--- src/rtl/elevator_request_latch.sv ---
`default_nettype none
// ============================================================================
// elevator_request_latch: debounced hall/car buttons -> pending request latches
// and above/here/below summaries for the scheduler.  Rev 1.0
// ============================================================================
module elevator_request_latch #(
  parameter int N               = 5,
  parameter int DEBOUNCE_CYCLES = 4,
  localparam int FW             = $clog2(N + 1)
) (
  input  logic          board_clk,
  input  logic          rst_n,
  input  logic [N:1]    request_up_button,
  input  logic [N:1]    request_down_button,
  input  logic [N:1]    input_floor_button,
  input  logic [FW-1:0] current_floor,
  input  logic          service_valid,
  input  logic [FW-1:0] service_floor,
  input  logic          service_up,
  input  logic          service_down,
  output logic [N:1]    led_up,
  output logic [N:1]    led_down,
  output logic [N:1]    car_pending,
  output logic          req_here,
  output logic          req_above,
  output logic          req_below
);

  localparam int NCH = 3 * N;
  localparam int CW  = $clog2(DEBOUNCE_CYCLES + 1);
  localparam logic [CW-1:0]  CNT_LAST  = CW'(DEBOUNCE_CYCLES - 1);
  localparam logic [FW-1:0]  FLOOR_MAX = FW'(N);
  // Channel layout: [N-1:0] hall up, [2N-1:N] hall down, [3N-1:2N] car.
  // Hall up at the top floor and hall down at floor 1 do not exist.
  localparam logic [NCH-1:0] SET_MASK  = ~((NCH'(1) << (N - 1)) | (NCH'(1) << N));

  logic [NCH-1:0] raw;
  logic [NCH-1:0] sync1;
  logic [NCH-1:0] sync2;
  logic [NCH-1:0] deb;
  logic [NCH-1:0] deb_d;
  logic [CW-1:0]  cnt [NCH];
  logic [NCH-1:0] rise;
  logic [NCH-1:0] clr;
  logic [NCH-1:0] latch;
  logic [N:1]     pend;
  logic           sf_ok;
  logic           cf_ok;

  assign raw  = {input_floor_button, request_down_button, request_up_button};
  assign rise = deb & ~deb_d;

  always_ff @(posedge board_clk or negedge rst_n) begin
    if (!rst_n) begin
      sync1 <= '0;
      sync2 <= '0;
      deb   <= '0;
      deb_d <= '0;
      for (int k = 0; k < NCH; k++) cnt[k] <= '0;
    end else begin
      sync1 <= raw;
      sync2 <= sync1;
      deb_d <= deb;
      // Level flips only after DEBOUNCE_CYCLES consecutive mismatching samples.
      for (int k = 0; k < NCH; k++) begin
        if (sync2[k] != deb[k]) begin
          if (cnt[k] == CNT_LAST) begin
            deb[k] <= sync2[k];
            cnt[k] <= '0;
          end else begin
            cnt[k] <= cnt[k] + 1'b1;
          end
        end else begin
          cnt[k] <= '0;
        end
      end
    end
  end

  assign sf_ok = (service_floor != '0) && (service_floor <= FLOOR_MAX);
  assign cf_ok = (current_floor != '0) && (current_floor <= FLOOR_MAX);

  always_comb begin
    clr = '0;
    if (service_valid && sf_ok) begin
      for (int f = 1; f <= N; f++) begin
        if (FW'(f) == service_floor) begin
          clr[f - 1]         = service_up;
          clr[N + f - 1]     = service_down;
          clr[2 * N + f - 1] = 1'b1;
        end
      end
    end
  end

  // Clear dominates a coincident set: the floor is being served right now.
  always_ff @(posedge board_clk or negedge rst_n) begin
    if (!rst_n) begin
      latch <= '0;
    end else begin
      latch <= (latch | (rise & SET_MASK)) & ~clr;
    end
  end

  assign led_up      = latch[N-1:0];
  assign led_down    = latch[2*N-1:N];
  assign car_pending = latch[3*N-1:2*N];
  assign pend        = led_up | led_down | car_pending;

  always_comb begin
    req_here  = 1'b0;
    req_above = 1'b0;
    req_below = 1'b0;
    if (cf_ok) begin
      for (int f = 1; f <= N; f++) begin
        if (FW'(f) == current_floor)     req_here  = req_here  | pend[f];
        else if (FW'(f) > current_floor) req_above = req_above | pend[f];
        else                             req_below = req_below | pend[f];
      end
    end
  end

endmodule
`default_nettype wire

--- config.mk ---
export PLATFORM = sky130hd
export DESIGN_NAME = elevator_request_latch
export DESIGN_NICKNAME = d
export VERILOG_FILES = /design/src/rtl/elevator_request_latch.sv
export SDC_FILE = /design/constraint.sdc
export NUM_CORES = 1
export LEC_CHECK = 0
export CAP_MARGIN = 40
export CORE_MARGIN = 4
export CORE_UTILIZATION = 30
export CTS_CLUSTER_DIAMETER = 200
export DETAILED_ROUTE_END_ITERATION = 10
export PLACE_DENSITY = 0.62
export SLEW_MARGIN = 20
export SYNTH_ARGS = -nofsm -noshare
export SYNTH_HDL_FRONTEND = slang
export SYNTH_SLANG_ARGS = --single-unit
--- constraint.sdc ---
create_clock -name board_clk -period 1.1 [get_ports board_clk]
set_input_delay 0.165 -clock board_clk [delete_from_list [all_inputs] [get_ports board_clk]]
set_output_delay 0.165 -clock board_clk [all_outputs]
set_load 0.005 [all_outputs]
### After elaboration in Yosys (flattened, before gate mapping)

Cells that the tools add are included.

| operators by class | value |
|---|---|
| $add $sub $neg | 15 |
| multiplexer cells | 86 |
| equality and inequality tests | 40 |
| reduce and logical (&&, ||, !) cells | 20 |
| magnitude comparators | 7 |
| bitwise operators | 19 |

Operators by type and width:

| operator | number |
|---|---|
| $mux W3 | 30 |
| $mux W1 | 55 |
| $add A3 B1 Y3 const B | 15 |
| $eq A3 B2 Y1 const B | 15 |
| $and A15 B15 Y15 | 2 |
| $not A15 Y15 | 2 |
| $reduce_and A2 Y1 | 15 |
| $mux W15 | 1 |
| $ne A1 B1 Y1 | 15 |
| $or A15 B15 Y15 | 1 |
| $eq A2 B3 Y1 const A | 4 |
| $eq A3 B3 Y1 const A | 4 |
| $or A1 B1 Y1 | 12 |
| $or A5 B5 Y5 | 2 |
| $eq A1 B3 Y1 const A | 2 |
| $gt A2 B3 Y1 const A | 2 |
| $gt A3 B3 Y1 const A | 2 |
| $le A3 B3 Y1 const B | 2 |
| $reduce_bool A3 Y1 | 2 |
| $gt A1 B3 Y1 const A | 1 |
| $logic_and A1 B1 Y1 | 3 |

| word-level totals | value |
|---|---|
| word-level logic and storage cells | 221 |
| register bits | 120 |
| bits of input ports | 26 |

### Depth between registers and ports, before layout

Gate-level depths: netlist of run 1.

| depth | value |
|---|---|
| depth after elaboration | 21 |
| gate-level depth with buffers | 4 |

### Worst setup path after synthesis of run 1

OpenSTA, ideal clock, no wires.

| timing path | value |
|---|---|
| kind | reg-to-output |
| from | register latch[6] |
| to | output port req_here |
| required time | 935 ps |
| cell stages (with the launch flop) | 4 |
| arrival | 1082 ps |
| path slack | -147 ps |
| path through | dfrtp_1 > nor4_1 > a2111oi_1 > a311o_1 |

| between the ends | value |
|---|---|
| cells in the longest elaborated chain, start to end | 14 |

RTL lines:

| what | line | RTL |
|---|---|---|
| from (decl) | 45 | `logic [NCH-1:0] latch;` |
| from (signal assigned) | 101 | `latch <= (latch \| (rise & SET_MASK)) & ~clr;` |
| $or A5 B5 Y5 * (2 in a row) | 108 | `assign pend = led_up \| led_down \| car_pending;` |
| $or A1 B1 Y1 * | 116 | `if (FW'(f) == current_floor) req_here = req_here \| pend[f];` |
| $mux W1 * | 116 |  |
| $mux W1 * | 114 | `if (cf_ok) begin` |
| $or A1 B1 Y1 | 116 |  |
| $mux W1 * | 116 |  |
| $mux W1 * | 114 |  |
| $or A1 B1 Y1 | 116 |  |
| $mux W1 * | 116 |  |
| $mux W1 * | 114 |  |
| $or A1 B1 Y1 | 116 |  |
| $mux W1 * | 116 |  |
| $mux W1 * | 114 |  |
| to (decl) | 24 | `output logic req_here,` |

Mark *: on every way between the ends. The rest lies on a longest branch, timed or not. The select of a mux whose other input is x is not followed.

### Worst setup path after layout of run 1

| timing path | value |
|---|---|
| from | register latch[4] |
| to | output port req_above |

| between the ends | value |
|---|---|
| cells in the longest elaborated chain, start to end | 6 |

RTL lines:

| what | line | RTL |
|---|---|---|
| $or A5 B5 Y5 (2 in a row) | 108 |  |
| $or A1 B1 Y1 | 117 | `else if (FW'(f) > current_floor) req_above = req_above \| pend[f];` |
| $mux W1 | 117 |  |
| $mux W1 | 116 |  |
| $mux W1 | 114 |  |
| to (decl) | 25 | `output logic req_above,` |

No other way between the ends.

==> results of run 1 <==
-- where the power goes --
part           internal (mW)  total, mW  switching [mW]
Sequential              5.01       5.83           0.824
Clock                   2.08       3.53            1.45
Combinational           2.71       4.19            1.49
Total                   9.79       13.6            3.76
-- per-layer routing --
metal  share of wire [%]  wire length (µm)
met1                  43              3380
met2                  51              4020
met3                 4.4               351
met4                 1.8               141
met5                   0                 0
-- flip-flops by register name, summed over array words and instances, names as in the netlist --
name	count
sync1	13
cnt	39
latch	15
deb_d	13
deb	13
sync2	13
-- path summary, 6_finish.rpt --
check | start | to
max in group asynchronous | rst_n | sync2[12]
setup / recovery | latch[4] | req_above
min in group board_clk | input_floor_button[5] | sync1[14]
hold reg to reg | sync1[8] | sync2[8]
hold / removal | rst_n | sync1[3]
setup reg to reg | cnt[6] | deb[12]
-- repair_timing --
item | 4_1_cts | 5_1_grt
pin swaps | 18 | 10
gates resized for setup | 135 | 34
endpoints found under the hold margin | 106 | 0
setup buffers | 34 | 12
hold buffers | 1 | 0
setup endpoints to repair | 35 | 42
-- worst register-to-register path: cells and delay by family, from the launching register on --
family                     cells  cell delay, ps
adders and majority gates      1             190
DFF                            1             370
muxes                          1             300
and+or+nand+nor                1             150
-- through the flow --
stage / instances / hold slack (ps) / setup TNS, ps / instance area [µm²]
after floorplan: 269 / -131 / -239 / 3880
after detailed placement: 514 / 36.8 / -6270 / 4790
after global placement: 514 / 36.3 / -5460 / 4790
after global routing: 568 / 234 / -4900 / 5760
after CTS: 562 / 211 / -4310 / 5590
final: 568 / 221 / -3670 / 5760
-- cells in the mapped netlist, types with 2 or more instances --
cell        n  area (µm²)
and4bb_1    2        25.0
dfrtp_1   106        2650
a211oi_1    3        22.5
nor2_1      7        26.3
nor3_2      2        20.0
xnor2_1    13         114
a21oi_1    21         105
nor2b_1    10        62.6
nor3_1     12        60.1
nand2b_1    6        37.5
and3b_1     6        52.6
nor3b_1    25         188
mux2_1      4        45.0
inv_1      15        56.3
a21boi_1    2        15.0
ha_1       13         163
mux2_2      9         101
nor4_1      2        12.5
-- layout by cell type, fill, tap and decap left out, types with 3 or more instances in the layout --
| cell | synthesis | routed |
|---|---|---|
| nor3_2 | 2 | 6 |
| buf_6 | 0 | 33 |
| nor2b_4 | 0 | 8 |
| clkbuf_16 | 0 | 9 |
| clkdlybuf4s50_1 | 0 | 22 |
| nor3b_1 | 25 | 16 |
| nor3b_2 | 0 | 9 |
| and3b_1 | 6 | 6 |
| buf_12 | 0 | 4 |
| nor2_1 | 7 | 7 |
| buf_4 | 1 | 47 |
| nor3_1 | 12 | 7 |
| a21oi_1 | 21 | 20 |
| inv_1 | 15 | 15 |
| mux2_4 | 0 | 13 |
| dfrtp_2 | 0 | 3 |
| xnor2_1 | 13 | 13 |
| ha_2 | 0 | 12 |
| buf_2 | 0 | 3 |
| nand2b_4 | 0 | 5 |
| dfrtp_1 | 106 | 103 |
| inv_6 | 0 | 3 |
-- logic make-up after synthesis --
group                      after synthesis
DFF                                    106
and+or+nand+nor                         75
AOI/OAI and AO/OA                       33
buffers and inverters                   16
xor gates and xnor gates                13
muxes                                   13
adders and majority gates               13
-- area by class of cell --
class	count	area share [%]
Clock buffer	10	4.15
Clock inverter	6	1.63
Inverter	15	0.978
Multi-Input combinational cell	147	25.0
Sequential cell	106	46.1
Tap cell	172	3.74
Timing Repair Buffer	112	18.4
==> out/results.ini, run 1 <==
[clock_tree]
cts_root_buf=clkbuf_16
clkTransAtPathRegs_ps=70
clockBufferDepth=2
cts_sinks=106
cts-buffers-inserted=9
cts_tree=done
htreeDepth=3
insertion_delay_ps=350

[sta]
finalHoldViolCount=0
min_period_ps=1850
fmax_mhz=539
setup_viol=24
drv_slew=0
fin_crit_sh_pct=169
fin_ws_ps=-755
relSlewSlack_pct=70.8
finalClockSkew_ps=5.91
worstMarginPinSlew_ps=435
rsz0062_at_grt=yes

[yosys]
synthFlopType=dfrtp_1
synth-compound-area-share_pct=5.30
syn-instance-count=269
synth_top_family_by_area=simple AND/OR/NAND/NOR gates
synth-seq-cells=106
syn-cell-area_mm2=0.00385
synth-simple-area-share_pct=13.1
synth.distinct_cells=29
synth_adder_area_share_pct=4.23
synth_xor_xnor_area_share_pct=2.96
ys_async_sr_fraction_pct=100
synth_edf_count=0
synth_nets=308
synth_area_per_cell_um2=14.3
synthMuxAreaShare_pct=3.80
yosysWarnings=0
yosysSeqAreaShare_pct=68.9

[power]
power.density_mw_per_mm2=2350
peakVddDrop_mv=1.12
p_total_mw=13.6
leakage_nw=2.60

[critical_path]
crit_family=flip-flops
worst-path-buf-inv=2
crit_path_top_delay_cell=dfrtp_1
rr_worst_depth=3
reg2reg_slack_ps=-20
worstPathMaxFanout=3
worst-path-stages=5
critPathLaunchType=flop
end_kind=primary output
cp.required_ps=940
worst-setup-path-type=flop to primary output
path_cells=nor3_2, buf_4, and3b_1, a211o_1, buf_2
cp.arrival_ps=1690
slowest_delay_ps=400

[layout]
antenna_cells=0
nNetsFinal=430
area_delta_synth_final_pct=49.7
multi_input_area_mm2=0.00144
drive_gt1_share_pct=42.7
regArea_mm2=0.00266
fin_util_pct=45.8
fillCellCount=1110

[route]
drtPass1Iterations=4
drc_errors=0
detail-route-antenna-nets=0
drtIter0Drc=108
routed_wirelength_um=7900
vias=2506
wl_per_cell_um=13.9
vias_per_cell=4.41

[placement]
gp_congestion=0.721
io_buffers=41
pre_cts_ws_ps=-934
dp_hpwl_um=5200

[status]
status=finished with violations
violations=setup timing

[global_routing]
use_met1_pct=14.3
grt-ovfl-total=0
track_usage_pct=11.4
grt_pass1_wl_um=13000
grtUsageMet2_pct=18.9
grt_busiest_layer=met2
grt_antenna_before_repair=0
grt_use_met3_pct=3.50
grt_max_degree=34
grt_pass1_vias=2613

[floorplan]
core_mm2=0.0126
die_w_um=121
fp-row-count=41
ios=44
die_height_um=121
initial_core_util_pct=30.6
dieArea_mm2=0.0147

[flow_run]
maxCapViolations=0

[hold_path]
hold_path.class=input port to async pin

Note: power is estimated with default switching activity, not from simulation.
==> run 2, diff against run 1 <==
Settings changed: CTS_CLUSTER_DIAMETER 200 to default, PLACE_DENSITY 0.62 to 0.6.
Clock period 1.1 ns to 2.2 ns, I/O delays scaled along.
==> run 2 against run 1 <==
  * The run now ends clean
  * Sequential power shrank 50%
  * Non-clock buffer count shrank 54
  * Global-route usage shrank 1.0 points
  * Total power shrank 59%
  * Core utilization shrank 6.6 points
==> out/results.ini, run 2 (synthesis gave the netlist of run 1 again) <==
[status]
status=complete, no violations  ; was finished with violations

[layout]
regMostFlops=cnt  ; unchanged
layout_commonest_cell=dfrtp_1  ; unchanged
area_delta_synth_final_pct=28.1  ; was 49.7%
fillCellCount=1189  ; was 1110
final_cell_mix=102 x dfrtp_1, 35 x clkdlybuf4s50_1, 25 x nor3b_1, 21 x a21oi_1, 16 x buf_4  ; was 103 x dfrtp_1, 47 x buf_4, 33 x buf_6, 22 x clkdlybuf4s50_1, 20 x a21oi_1
largest_register_ffs=39  ; unchanged
final_area_mm2=0.00493  ; was 0.00576 mm²
antenna_cells=0  ; unchanged
instances_no_fill=514  ; was 568
drive_gt1_share_pct=14.9  ; was 42.7%
nNetsFinal=376  ; was 430
top_regs=cnt x39, latch x15  ; unchanged

[clock_tree]
cts_root_buf=clkbuf_16  ; unchanged
clkTransAtPathRegs_ps=60  ; was 70 ps
cts_sinks=106  ; unchanged
clockBufferDepth=2  ; unchanged
htreeDepth=3  ; unchanged
cts-buffers-inserted=9  ; unchanged
cts_tree=done  ; unchanged
insertion_delay_ps=340  ; was 350 ps

[floorplan]
fp-row-count=41  ; unchanged
core_mm2=0.0126  ; unchanged
die_height_um=121  ; unchanged
initial_core_util_pct=30.6  ; unchanged
ios=44  ; unchanged
die_w_um=121  ; unchanged
dieArea_mm2=0.0147  ; unchanged

[critical_path]
path_cells=nor4_4, a2111oi_2, a311o_1, dlygate4sd2_1  ; was nor3_2, buf_4, and3b_1, a211o_1, buf_2
slowest_delay_ps=470  ; was 400 ps
reg2reg_to=deb[13]  ; was deb[12]
crit_family=flip-flops  ; unchanged
end_kind=primary output  ; unchanged
worst-path-buf-inv=1  ; was 2
worstPathMaxFanout=5  ; was 3
worst-path-stages=4  ; was 5
critPathLaunchType=flop  ; unchanged
crit_end=req_here  ; was req_above
reg2reg_slack_ps=960  ; was -20 ps
crit_start=latch[6]  ; was latch[4]
worst-setup-path-type=flop to primary output  ; unchanged
cp.required_ps=1870  ; was 940 ps
rr_worst_depth=3  ; unchanged
cp.arrival_ps=1810  ; was 1690 ps
r2r_start=cnt[3]  ; was cnt[6]
crit_path_top_delay_cell=dfrtp_2  ; was dfrtp_1

[power]
peakVddDrop_mv=0.383  ; was 1.12 mV
power.density_mw_per_mm2=1140  ; was 2350 mW/mm²
leakage_nw=2.18  ; was 2.60 nW

[route]
detail-route-antenna-nets=0  ; unchanged
drc_errors=0  ; unchanged
drtPass1Iterations=4  ; unchanged
routed_wirelength_um=6910  ; was 7900 µm
vias=2232  ; was 2506
drtIter0Drc=92  ; was 108
vias_per_cell=4.34  ; was 4.41
wl_per_cell_um=13.4  ; was 13.9 µm

[sta]
worstMarginPinSlew_ps=577  ; was 435 ps
drv_slew=0  ; unchanged
fin_crit_sh_pct=97.1
setup_viol=0  ; was 24
finalClockSkew_ps=7.30  ; was 5.91 ps
finalHoldViolCount=0  ; unchanged
relSlewSlack_pct=61.3  ; was 70.8%
fmax_mhz=468
min_period_ps=2140
fin_ws_ps=64.7  ; was -755 ps

[flow_run]
maxCapViolations=0  ; unchanged

[placement]
dp.cells=492  ; was 514
dp_hpwl_um=5070  ; was 5200 µm
gp_congestion=0.708  ; was 0.721
place_area_mm2=0.00456  ; was 0.00479 mm²
io_buffers=41  ; unchanged
pre_cts_ws_ps=-204  ; was -934 ps

[global_routing]
grt-ovfl-total=0  ; unchanged
grt_max_degree=41  ; was 34
grt_antenna_before_repair=0  ; unchanged
track_usage_pct=10.4  ; was 11.4%
grt_pass1_vias=2460  ; was 2613
grt_pass1_wl_um=11700  ; was 13000 µm

[hold_path]
hold_path.class=flop to flop  ; was input port to async pin

==> run 2: worst min-delay path by stage <==
stage                     startpoint   endpoint  slack, ps  cells after the start
after CTS                   sync1[8]   sync2[8]        350                      0
after detailed placement    sync1[8]   sync2[8]        330                      0
after global routing       sync1[10]  sync2[10]        360                      0
final                       sync1[8]   sync2[8]        350                      0
after global placement         rst_n  sync1[13]        330                      1
after floorplan                rst_n     cnt[0]         30                      0
==> run 2: where the power goes <==
part	switching [mW]	internal, mW	total (mW)
Sequential	0.409	2.51	2.91
Combinational	0.522	0.732	1.25
Clock	0.636	0.798	1.43
Total	1.57	4.04	5.60
==> run 2: area by class of cell <==
| cell class | count | area (µm²) | area share, % |
|---|---|---|---|
| clock buffer | 14 | 254 | 5.15 |
| clock inverter | 2 | 12.5 | 0.254 |
| inverter | 15 | 56.3 | 1.14 |
| multi-input combinational | 147 | 1190 | 24.1 |
| sequential | 106 | 2660 | 53.9 |
| tap | 172 | 215 | 4.37 |
| timing repair buffer | 58 | 544 | 11.0 |
==> run 2: worst reg2reg max path, cell delays in order, from the launching register on <==
cell	delay, ps
dfrtp_1	350
ha_1	160
nor2b_1	250
mux2_2	370
==> run 2: stage by stage <==
stage	power (mW)	utilization, %	hold slack (ps)	TNS, ps
global placement	4.06	36.3	332	-312
floorplan	3.56	-	34.4	0
CTS	5.66	39.0	350	0
detailed placement	4.15	36.3	335	-349
finish	5.60	39.2	349	0
global route	6.00	39.2	363	-18.2
==> run 2: what timing repair did <==
| item | CTS | global route |
|---|---|---|
| resized for setup | 13 | 7 |
| pin swaps | 3 | 3 |
| buffers inserted | 4 | 1 |
| setup endpoints to repair | 3 | 2 |
| gates cloned | 0 | 0 |
| hold buffers | 1 | 0 |
| hold endpoints to repair | 37 | 0 |
==> run 2: metal layers <==
metal / GRT usage (%) / share of wire, % / up-vias / wire length (µm)
li1: - / - / 1071 / -
met1: 12.7 / 45 / 1121 / 3090
met2: 17.4 / 51 / 31 / 3490
met3: 2.14 / 2.6 / 9 / 179
met4: 5.46 / 2.0 / 0 / 137
met5: 0 / 0 / - / 0
==> run 3, diff against run 2 <==
Settings changed: CORE_UTILIZATION 30 to 42, GPL_TIMING_DRIVEN from default to 0, PLACE_DENSITY 0.6 to 0.75.
==> run 3 against run 2 <==
  * Clock power fell by 26%
  * Combinational power barely moved
  * Worst setup slack improved by 80 ps
  * Critical path depth rose by 1
  * Fmax rose by 3.9%
  * Core utilization rose by 15 points
  * Wire length fell by 6.6%
  * Count of clock-buffer cells in the layout fell by 2
  * Register-to-register slack barely moved
  * Non-clock buffer count fell by 3
  * Total power fell by 6.2%
  * Worst hold slack improved by 6.1 ps
  * Critical endpoint is now req_above
  * Largest cell class unchanged
  * Largest power group unchanged
==> out/results.ini, run 3 (synthesis gave the netlist of run 1 again) <==
[critical_path]
end_kind=primary output  ; unchanged
rr_worst_depth=3  ; unchanged
cp.required_ps=1870  ; about the same
cp.arrival_ps=1730  ; was 1810 ps
worst-setup-path-type=flop to primary output  ; unchanged
r2r_start=cnt[12]  ; was cnt[3]
reg2reg_slack_ps=950  ; was 960 ps
reg2reg_to=deb[10]  ; was deb[13]
worstPathMaxFanout=3  ; was 5
critPathLaunchType=flop  ; unchanged

[placement]
dp_hpwl_um=4550  ; was 5070 µm
io_buffers=40  ; was 41
dp.cells=418  ; was 492
place_area_mm2=0.00441  ; was 0.00456 mm²
pre_cts_ws_ps=-236  ; was -204 ps
gp_congestion=0.762  ; was 0.708

[layout]
final_cell_mix=103 x dfrtp_1, 35 x clkdlybuf4s50_1, 25 x nor3b_1, 21 x a21oi_1, 15 x inv_1  ; was 102 x dfrtp_1, 35 x clkdlybuf4s50_1, 25 x nor3b_1, 21 x a21oi_1, 16 x buf_4
area_delta_synth_final_pct=23.2  ; was 28.1%
instances_no_fill=447  ; was 514
fin_util_pct=53.8  ; was 39.2%
drive_gt1_share_pct=14.7  ; was 14.9%
top_regs=cnt x39, latch x15  ; unchanged
largest_register_ffs=39  ; unchanged
antenna_cells=0  ; unchanged
layout_commonest_cell=dfrtp_1  ; unchanged
nNetsFinal=373  ; was 376
final_area_mm2=0.00474  ; was 0.00493 mm²
fillCellCount=723  ; was 1189
regMostFlops=cnt  ; unchanged

[sta]
worstMarginPinSlew_ps=409  ; was 577 ps
finalHoldViolCount=0  ; unchanged
finalClockSkew_ps=6.87  ; was 7.30 ps
whs_ps=355  ; was 349 ps
rsz0062_at_grt=no
relSlewSlack_pct=72.5  ; was 61.3%
fin_crit_sh_pct=93.4  ; was 97.1%
drv_slew=0  ; unchanged
fin_ws_ps=144  ; was 64.7 ps
setup_viol=0  ; unchanged
min_period_ps=2060  ; was 2140 ps
fmax_mhz=486  ; was 468 MHz

[hold_path]
min_from=sync1[8]  ; unchanged
whs_path_depth=0  ; unchanged
whs_endpoint=sync2[8]  ; unchanged
hold_path.class=flop to flop  ; unchanged

[global_routing]
grt_use_met3_pct=4.17  ; was 2.14%
grt_busiest_layer=met2  ; unchanged
grt-ovfl-total=0  ; unchanged
track_usage_pct=12.8  ; was 10.4%
grt_antenna_before_repair=0  ; unchanged
grt_max_degree=82  ; was 41
grtUsageMet2_pct=20.5  ; was 17.4%
grt_pass1_vias=2285  ; was 2460
grt_pass1_wl_um=11100  ; was 11700 µm
use_met1_pct=16.8  ; was 12.7%

[clock_tree]
cts_sinks=106  ; unchanged
cts_tree=done  ; unchanged
clockBufferDepth=2  ; unchanged
insertion_delay_ps=350  ; was 340 ps
cts-buffers-inserted=9  ; unchanged
htreeDepth=3  ; unchanged
cts_root_buf=clkbuf_8  ; was clkbuf_16
clkTransAtPathRegs_ps=90  ; was 60 ps

[route]
vias_per_cell=5.01  ; was 4.34
drc_errors=0  ; unchanged
drtPass1Iterations=4  ; unchanged
drtIter0Drc=91  ; was 92
detail-route-antenna-nets=0  ; unchanged
wl_per_cell_um=14.4  ; was 13.4 µm
vias=2238  ; was 2232
routed_wirelength_um=6450  ; was 6910 µm

[floorplan]
ios=44  ; unchanged
core_mm2=0.00881  ; was 0.0126 mm²
initial_core_util_pct=43.7  ; was 30.6%
die_w_um=104  ; was 121 µm
die_height_um=104  ; was 121 µm
fp-row-count=34  ; was 41
dieArea_mm2=0.0108  ; was 0.0147 mm²

[power]
power.density_mw_per_mm2=1110  ; was 1140 mW/mm²
peakVddDrop_mv=0.579  ; was 0.383 mV
leakage_nw=2.15  ; was 2.18 nW

[status]
status=complete, no violations  ; unchanged

[flow_run]
maxCapViolations=0  ; unchanged

-- run 3: cell types whose count changed in the layout (fill, tap and decap cells not counted), moves of 2 or more --
cell / before / now
clkbuf_16: 9 / 0
clkbuf_1: 4 / 2
dlygate4sd2_1: 3 / 1
buf_4: 16 / 13
clkinvlp_4: 1 / 3
nor3_4: 1 / 4
nor3_2: 4 / 1
clkbuf_8: 1 / 10
-- run 3: worst max-delay path: stages, from the launching register on --
cell      delay, ps
dfrtp_1         430
nor3_4          260
buf_4           150
o211ai_1         80
a211o_1         320
clkbuf_2        120
-- run 3: worst max path at each step --
stage                                 from   endpoint  slack (ps)  depth (start not counted)
final                            latch[12]  req_above         140                          5
after global routing             latch[12]  req_above          70                          5
after CTS                         latch[2]  req_above           2                          5
after detailed placement  current_floor[0]   req_here        -240                          5
after global placement               rst_n     cnt[8]       -2970                          1
after floorplan                   latch[6]   req_here         790                          3
-- run 3: final cells by class --
type                    count  area, µm²  area share (%)
repair buffers             54        520            11.0
well taps                 108        135            2.85
clock buffers              12        145            3.06
plain buffers               1       7.51           0.158
inverters                  15       56.3            1.19
multi-input cells         147       1190            25.2
clock inverters             4       27.5           0.581
flip-flops and latches    106       2660            56.0
-- run 3: per-stage QoR --
stage	setup TNS (ps)	power, mW
after floorplan	0	3.56
after CTS	0	5.25
final	0	5.26
after global routing	0	5.62
after detailed placement	-360	4.12
after global placement	-314670	4.01
-- run 3: repair_timing --
| item | 4_1_cts | 5_1_grt |
|---|---|---|
| hold endpoints to repair | 25 | 0 |
| buffers inserted | 8 | 4 |
| pin swaps | 3 | 6 |
| gates resized for setup | 10 | 11 |
| setup endpoints to repair | 3 | 3 |
| hold buffers | 1 | 0 |
-- run 3: per-layer routing --
layer	vias up	wire length [µm]
met4	0	81
met3	7	301
met2	36	3160
met5	-	0
li1	1070	-
met1	1125	2910
-- run 3: power breakdown --
group	internal [mW]	total [mW]	switching [mW]
registers	2.50	2.92	0.421
clock network	0.442	1.06	0.614
logic	0.745	1.28	0.533
